## config.mk

```make
export PLATFORM = sky130hd
export DESIGN_NAME = pipe_scroller
export DESIGN_NICKNAME = d
export VERILOG_FILES = /design/src/rtl/pipe_scroller.sv
export SDC_FILE = /design/constraint.sdc
export NUM_CORES = 1
export LEC_CHECK = 0
export CAP_MARGIN = 10
export CORE_MARGIN = 2
export CORE_UTILIZATION = 40
export DETAILED_ROUTE_END_ITERATION = 16
export GPL_TIMING_DRIVEN = 0
export REMOVE_ABC_BUFFERS = 1
export SETUP_SLACK_MARGIN = 0.4
export SLEW_MARGIN = 40
export SYNTH_ARGS = -nofsm -noshare
export SYNTH_HDL_FRONTEND = slang
export SYNTH_SLANG_ARGS = --single-unit
```

## constraint.sdc

```tcl
create_clock -name clk -period 3.6 [get_ports clk]
set_clock_uncertainty 0.1 [all_clocks]
set_input_delay 0.72 -clock clk [delete_from_list [all_inputs] [get_ports clk]]
set_output_delay 0.72 -clock clk [all_outputs]
set_load 0.05 [all_outputs]
```

## src/rtl/pipe_scroller.sv

```systemverilog
// Scrolling multi-pipe obstacle renderer for the VGA path: pipes move left once per
// frame, respawn off the right edge with an LFSR-chosen gap, and drive registered RGB.
module pipe_scroller #(
  parameter int          H_ACTIVE     = 640,
  parameter int          V_ACTIVE     = 480,
  parameter int          NUM_PIPES    = 3,
  parameter int          PIPE_WIDTH   = 50,
  parameter int          PIPE_SPACING = 220,
  parameter int          GAP_HEIGHT   = 120,
  parameter int          GAP_MIN      = 40,
  parameter logic [7:0]  GAP_MASK     = 8'hFF,
  parameter int          SPEED        = 2,
  parameter logic [15:0] LFSR_SEED    = 16'hACE1
) (
  input  logic       clk,
  input  logic       clear,
  input  logic [9:0] h_counter,
  input  logic [9:0] v_counter,
  input  logic       run,
  output logic [2:0] rgb,
  output logic       frame_tick,
  output logic [7:0] pipes_passed
);

  localparam logic [10:0] SPEED_W   = 11'(SPEED);
  localparam logic [10:0] WIDTH_W   = 11'(PIPE_WIDTH);
  localparam logic [10:0] WRAP_W    = 11'(NUM_PIPES * PIPE_SPACING - SPEED);
  localparam logic [9:0]  GAP_RESET = 10'((V_ACTIVE - GAP_HEIGHT) / 2);
  localparam logic [9:0]  GAP_H     = 10'(GAP_HEIGHT);
  localparam logic [9:0]  GAP_MIN_W = 10'(GAP_MIN);
  localparam logic [9:0]  H_MAX     = 10'(H_ACTIVE);
  localparam logic [9:0]  V_MAX     = 10'(V_ACTIVE);

  logic [10:0]          r_reg       [NUM_PIPES];
  logic [9:0]           gap_top_reg [NUM_PIPES];
  logic [15:0]          lfsr_reg;
  logic                 tick_cond_reg;
  logic                 frame_tick_reg;
  logic [2:0]           rgb_reg;
  logic [7:0]           pipes_passed_reg;

  logic                 tick_cond;
  logic                 update;
  logic                 visible;
  logic                 lfsr_fb;
  logic [9:0]           new_gap;
  logic [10:0]          h_ext;
  logic [7:0]           respawn_count;
  logic [NUM_PIPES-1:0] respawn;
  logic [NUM_PIPES-1:0] hit;

  assign tick_cond = (h_counter == 10'd0) && (v_counter == V_MAX);
  assign update    = frame_tick_reg && run;
  assign visible   = (h_counter < H_MAX) && (v_counter < V_MAX);
  assign lfsr_fb   = lfsr_reg[15] ^ lfsr_reg[13] ^ lfsr_reg[12] ^ lfsr_reg[10];
  assign new_gap   = GAP_MIN_W + {2'b00, lfsr_reg[7:0] & GAP_MASK};
  assign h_ext     = {1'b0, h_counter};

  // Per-pipe column/gap test; the left bound is rearranged to avoid a negative edge.
  generate
    for (genvar gi = 0; gi < NUM_PIPES; gi++) begin : g_pipe
      assign respawn[gi] = (r_reg[gi] <= SPEED_W);
      assign hit[gi] = (h_ext + WIDTH_W >= r_reg[gi]) && (h_ext < r_reg[gi]) &&
                       ((v_counter < gap_top_reg[gi]) ||
                        (v_counter >= gap_top_reg[gi] + GAP_H));
    end
  endgenerate

  always_comb begin
    respawn_count = 8'd0;
    for (int i = 0; i < NUM_PIPES; i++) begin
      respawn_count = respawn_count + 8'(respawn[i]);
    end
  end

  always_ff @(posedge clk) begin
    if (clear) begin
      tick_cond_reg    <= 1'b0;
      frame_tick_reg   <= 1'b0;
      rgb_reg          <= 3'b000;
      pipes_passed_reg <= 8'd0;
      lfsr_reg         <= LFSR_SEED;
      for (int i = 0; i < NUM_PIPES; i++) begin
        r_reg[i]       <= 11'(H_ACTIVE + PIPE_WIDTH + i * PIPE_SPACING);
        gap_top_reg[i] <= GAP_RESET;
      end
    end else begin
      tick_cond_reg  <= tick_cond;
      frame_tick_reg <= tick_cond && !tick_cond_reg;
      rgb_reg        <= (visible && (|hit)) ? 3'b010 : 3'b000;
      // Positions only move in the blanking cycle right after the tick.
      if (update) begin
        lfsr_reg         <= {lfsr_reg[14:0], lfsr_fb};
        pipes_passed_reg <= pipes_passed_reg + respawn_count;
        for (int i = 0; i < NUM_PIPES; i++) begin
          if (respawn[i]) begin
            r_reg[i]       <= r_reg[i] + WRAP_W;
            gap_top_reg[i] <= new_gap;
          end else begin
            r_reg[i]       <= r_reg[i] - SPEED_W;
          end
        end
      end
    end
  end

  assign rgb          = rgb_reg;
  assign frame_tick   = frame_tick_reg;
  assign pipes_passed = pipes_passed_reg;

endmodule

```

==> results.md <==
| Metric | This run |
|---|---|
| Power density over cell area | 297 mW/mm2 |
| Average routed wire per standard cell | 16.3 um |
| Diodes inserted | 0 |
| Core region area | 0.0164 mm2 |
| Share of the clock period used by the worst path | 86.1% |
| Number of primary I/O pins | 35 |
| Number of distinct library cell variants in the gate-level netlist after synthesis | 58 |
| Max-cap violations | 0 |
| Final Hold Slack | 0.342 ns |
| Flip-flop and latch count after synthesis | 84 |
| Worst path setup slack after routing | 0.500 ns |
| Count of standard-cell rows | 47 |
| Slew headroom | 53.3% |
| Wirelength, routed | 15800 um |
| Category of the critical setup timing path | input pin to flop |
| Syn avg cell area | 9.48 um2 |
| Core utilization of the finished layout | 46.8% |
| Start point of the critical path | h_counter[2] |
| Gate count of the mapped netlist | 701 |
| Most frequent cells after synthesis | ha_1, nand2_1, inv_1 |
| Clock Tree Buf Depth | 2 |
| Destination of the worst register-to-register timing path | pipes_passed[4] |
| Largest register FFs | 30 |
| Critical Path Sink Type | flop |
| Leakage Power | 3.36 nW |
| Worst slack after detailed placement | -0.306 ns |
| Root buffer cell | clkbuf_16 |
| CP Capture Point | rgb[1] |
| Detailed Place HPWL | 12200 um |
| Total CTS buffers | 9 |
| EDFF count, synth | 57 |
| Share of post-route cells with drive strength above 1 | 8.26% |
| Startpoint of the most critical register-to-register path | r_reg[0][1] |
| DIE WIDTH | 133 um |
| Total Nets Final | 892 |
| Latest clock arrival within the worst-skew pair | 0.35 ns |
| Hold Crit Class | flop to flop |
| CTS tree | done |
| Total standard cell area after synthesis | 0.00665 mm2 |
| F_max | 323 MHz |
| Arrival time at the worst endpoint | 3.23 ns |
| Post-route DRC | 0 |
| Worst setup slack for register-to-register paths | 0.57 ns |
| Overall power of the completed layout | 2.28 mW |
| Vertical die dimension | 133 um |
| Synthesis warning total | 0 |
| Starting density of the core | 40.5% |
| Setup violators final | 0 |
| Max Slew Vio Count | 0 |
| Quantity of I/O buffers inserted on ports | 32 |
| Pin count of the biggest net entering global routing | 35 |
| Area of the die | 0.0177 mm2 |
| Worst path required time | 3.73 ns |
| Syn-to-layout area delta | 15.5% |
| Vias per cell | 5.39 |
| Placer Congestion | 0.849 |
| Most used standard cell by instance count after synthesis | ha_1 |
| Clock sink count | 84 |
| Final period demand of the worst path | 3.10 ns |
| Total routing usage reported by global routing | 18.6% |
| Unrepaired setup endpoints after global routing | false |
| CP Max Fanout | 6 |
| Iteration-0 DRC Markers | 433 |
| Global-route congestion overflow total | 0 |
| Sequential cell area fraction in the yosys report | 33.9% |
| Global-route wire length before repair | 26200 um |
| First-pass DRT Iterations | 5 |
| Antenna viol nets, final | 0 |
| Top cells by area, synth | edfxtp_1, ha_1, dfxtp_1 |
| Hold violation count in the final report | 0 |
| Primary flip-flop cell chosen by synthesis mapping | edfxtp_1 |
| Share of the synthesized area in the top cell type | 25.7% |
| Pin slew with the least headroom to its limit | 0.683 ns |
| Number of global-route vias before repair | 5203 |
| Clock input transition at the sequential cells of the worst setup and hold paths | 0.07 ns |
| Overall via count from detail_route | 5236 |
| Antenna violations before repair | 0 |
| Startpoint Class | input pin |
| Post-synthesis cell type with the largest combined area | edfxtp_1 |
| Reg2Reg Depth | 14 |
| Share of async-settable or async-resettable flops after synthesis | 0% |
| Maximum ir drop on the vdd rail | 0.000214 V |
| Outcome | completed |
| CTS H-tree depth | 3 |
## layout make-up
| type | instances | area, um2 |
|---|---|---|
| tap | 220 | 275 |
| inverter | 68 | 258 |
| sequential | 84 | 2250 |
| fill | 1501 | 8730 |
| clock buffer | 10 | 250 |
| timing repair buffer | 46 | 429 |
| multi-input combinational | 537 | 4160 |
| clock inverter | 6 | 50.0 |
## per-stage QoR
step                setup TNS [ns]  cells  cell area [um2]
floorplan                        0    689             6590
global placement             -1.74    941             7190
detailed placement          -0.306    941             7190
CTS                              0    962             7570
global route                     0    971             7680
finish                           0    971             7680
## placed cells by master (no fill, tap or decap), drive strengths merged, types with 12 or more instances in the layout
cell	n
nor4	12
o21ai	29
ha	121
inv	72
edfxtp	57
a21o	21
nor2	39
xnor2	43
buf	15
clkdlybuf4s50	23
a21oi	51
nor3	16
nand3	21
dfxtp	27
nand2	65
nand4	12
## critical path: stages
cell             delay, ns
clkdlybuf4s15_1       0.32
ha_1                  0.26
a21oi_2               0.08
nand2b_1              0.11
nand4_1               0.15
xnor2_2               0.26
ha_1                  0.29
a21o_1                0.16
a21oi_1               0.18
or4b_1                0.47
nand3_1               0.12
o311ai_1              0.10
## routing by layer
metal / vias up / wire (um) / GRT usage (%)
met3: 16 / 704 / 2.91
met5: - / 0 / 0
met1: 2501 / 7560 / 25.9
met4: 0 / 250 / 5.91
met2: 105 / 7280 / 29.7
li1: 2614 / - / -
## power breakdown
part	switching (mW)	leakage, nW	internal, mW	total [mW]
Sequential	0.0114	0.707	1.04	1.05
Combinational	0.174	2.51	0.125	0.300
Clock	0.416	0.143	0.520	0.935
## repair_timing
action | 4_1_cts | 5_1_grt
hold buffers | 0 | 0
endpoints found under the setup margin | 7 | 4
cloned | 0 | 0
setup buffers | 5 | 9
pin swaps | 1 | 3
gates resized for setup | 17 | 13
## cells by family after synthesis
kind of cell | synth area share [%]
AND/OR/NAND/NOR | 16.8
multiplexers | 0.301
XOR/XNOR | 6.98
flip-flops | 33.9
buffers and inverters | 4.78
other | 0.0564
AO/OA/AOI/OAI | 13.8
adder cells (fa/ha/maj) | 23.4
## how the worst min path moves through the flow
stage	start	end	slack, ns	depth (start not counted)
2_1_floorplan	tick_cond_reg	frame_tick	0.28	1
3_3_place_gp	lfsr_reg[11]	lfsr_reg[12]	0.34	2
3_5_place_dp	tick_cond_reg	frame_tick	0.33	1
4_1_cts	tick_cond_reg	frame_tick	0.34	1
5_1_grt	tick_cond_reg	frame_tick	0.35	1
6_report	tick_cond_reg	frame_tick	0.34	1
Note: power is estimated with default switching activity, not from simulation.
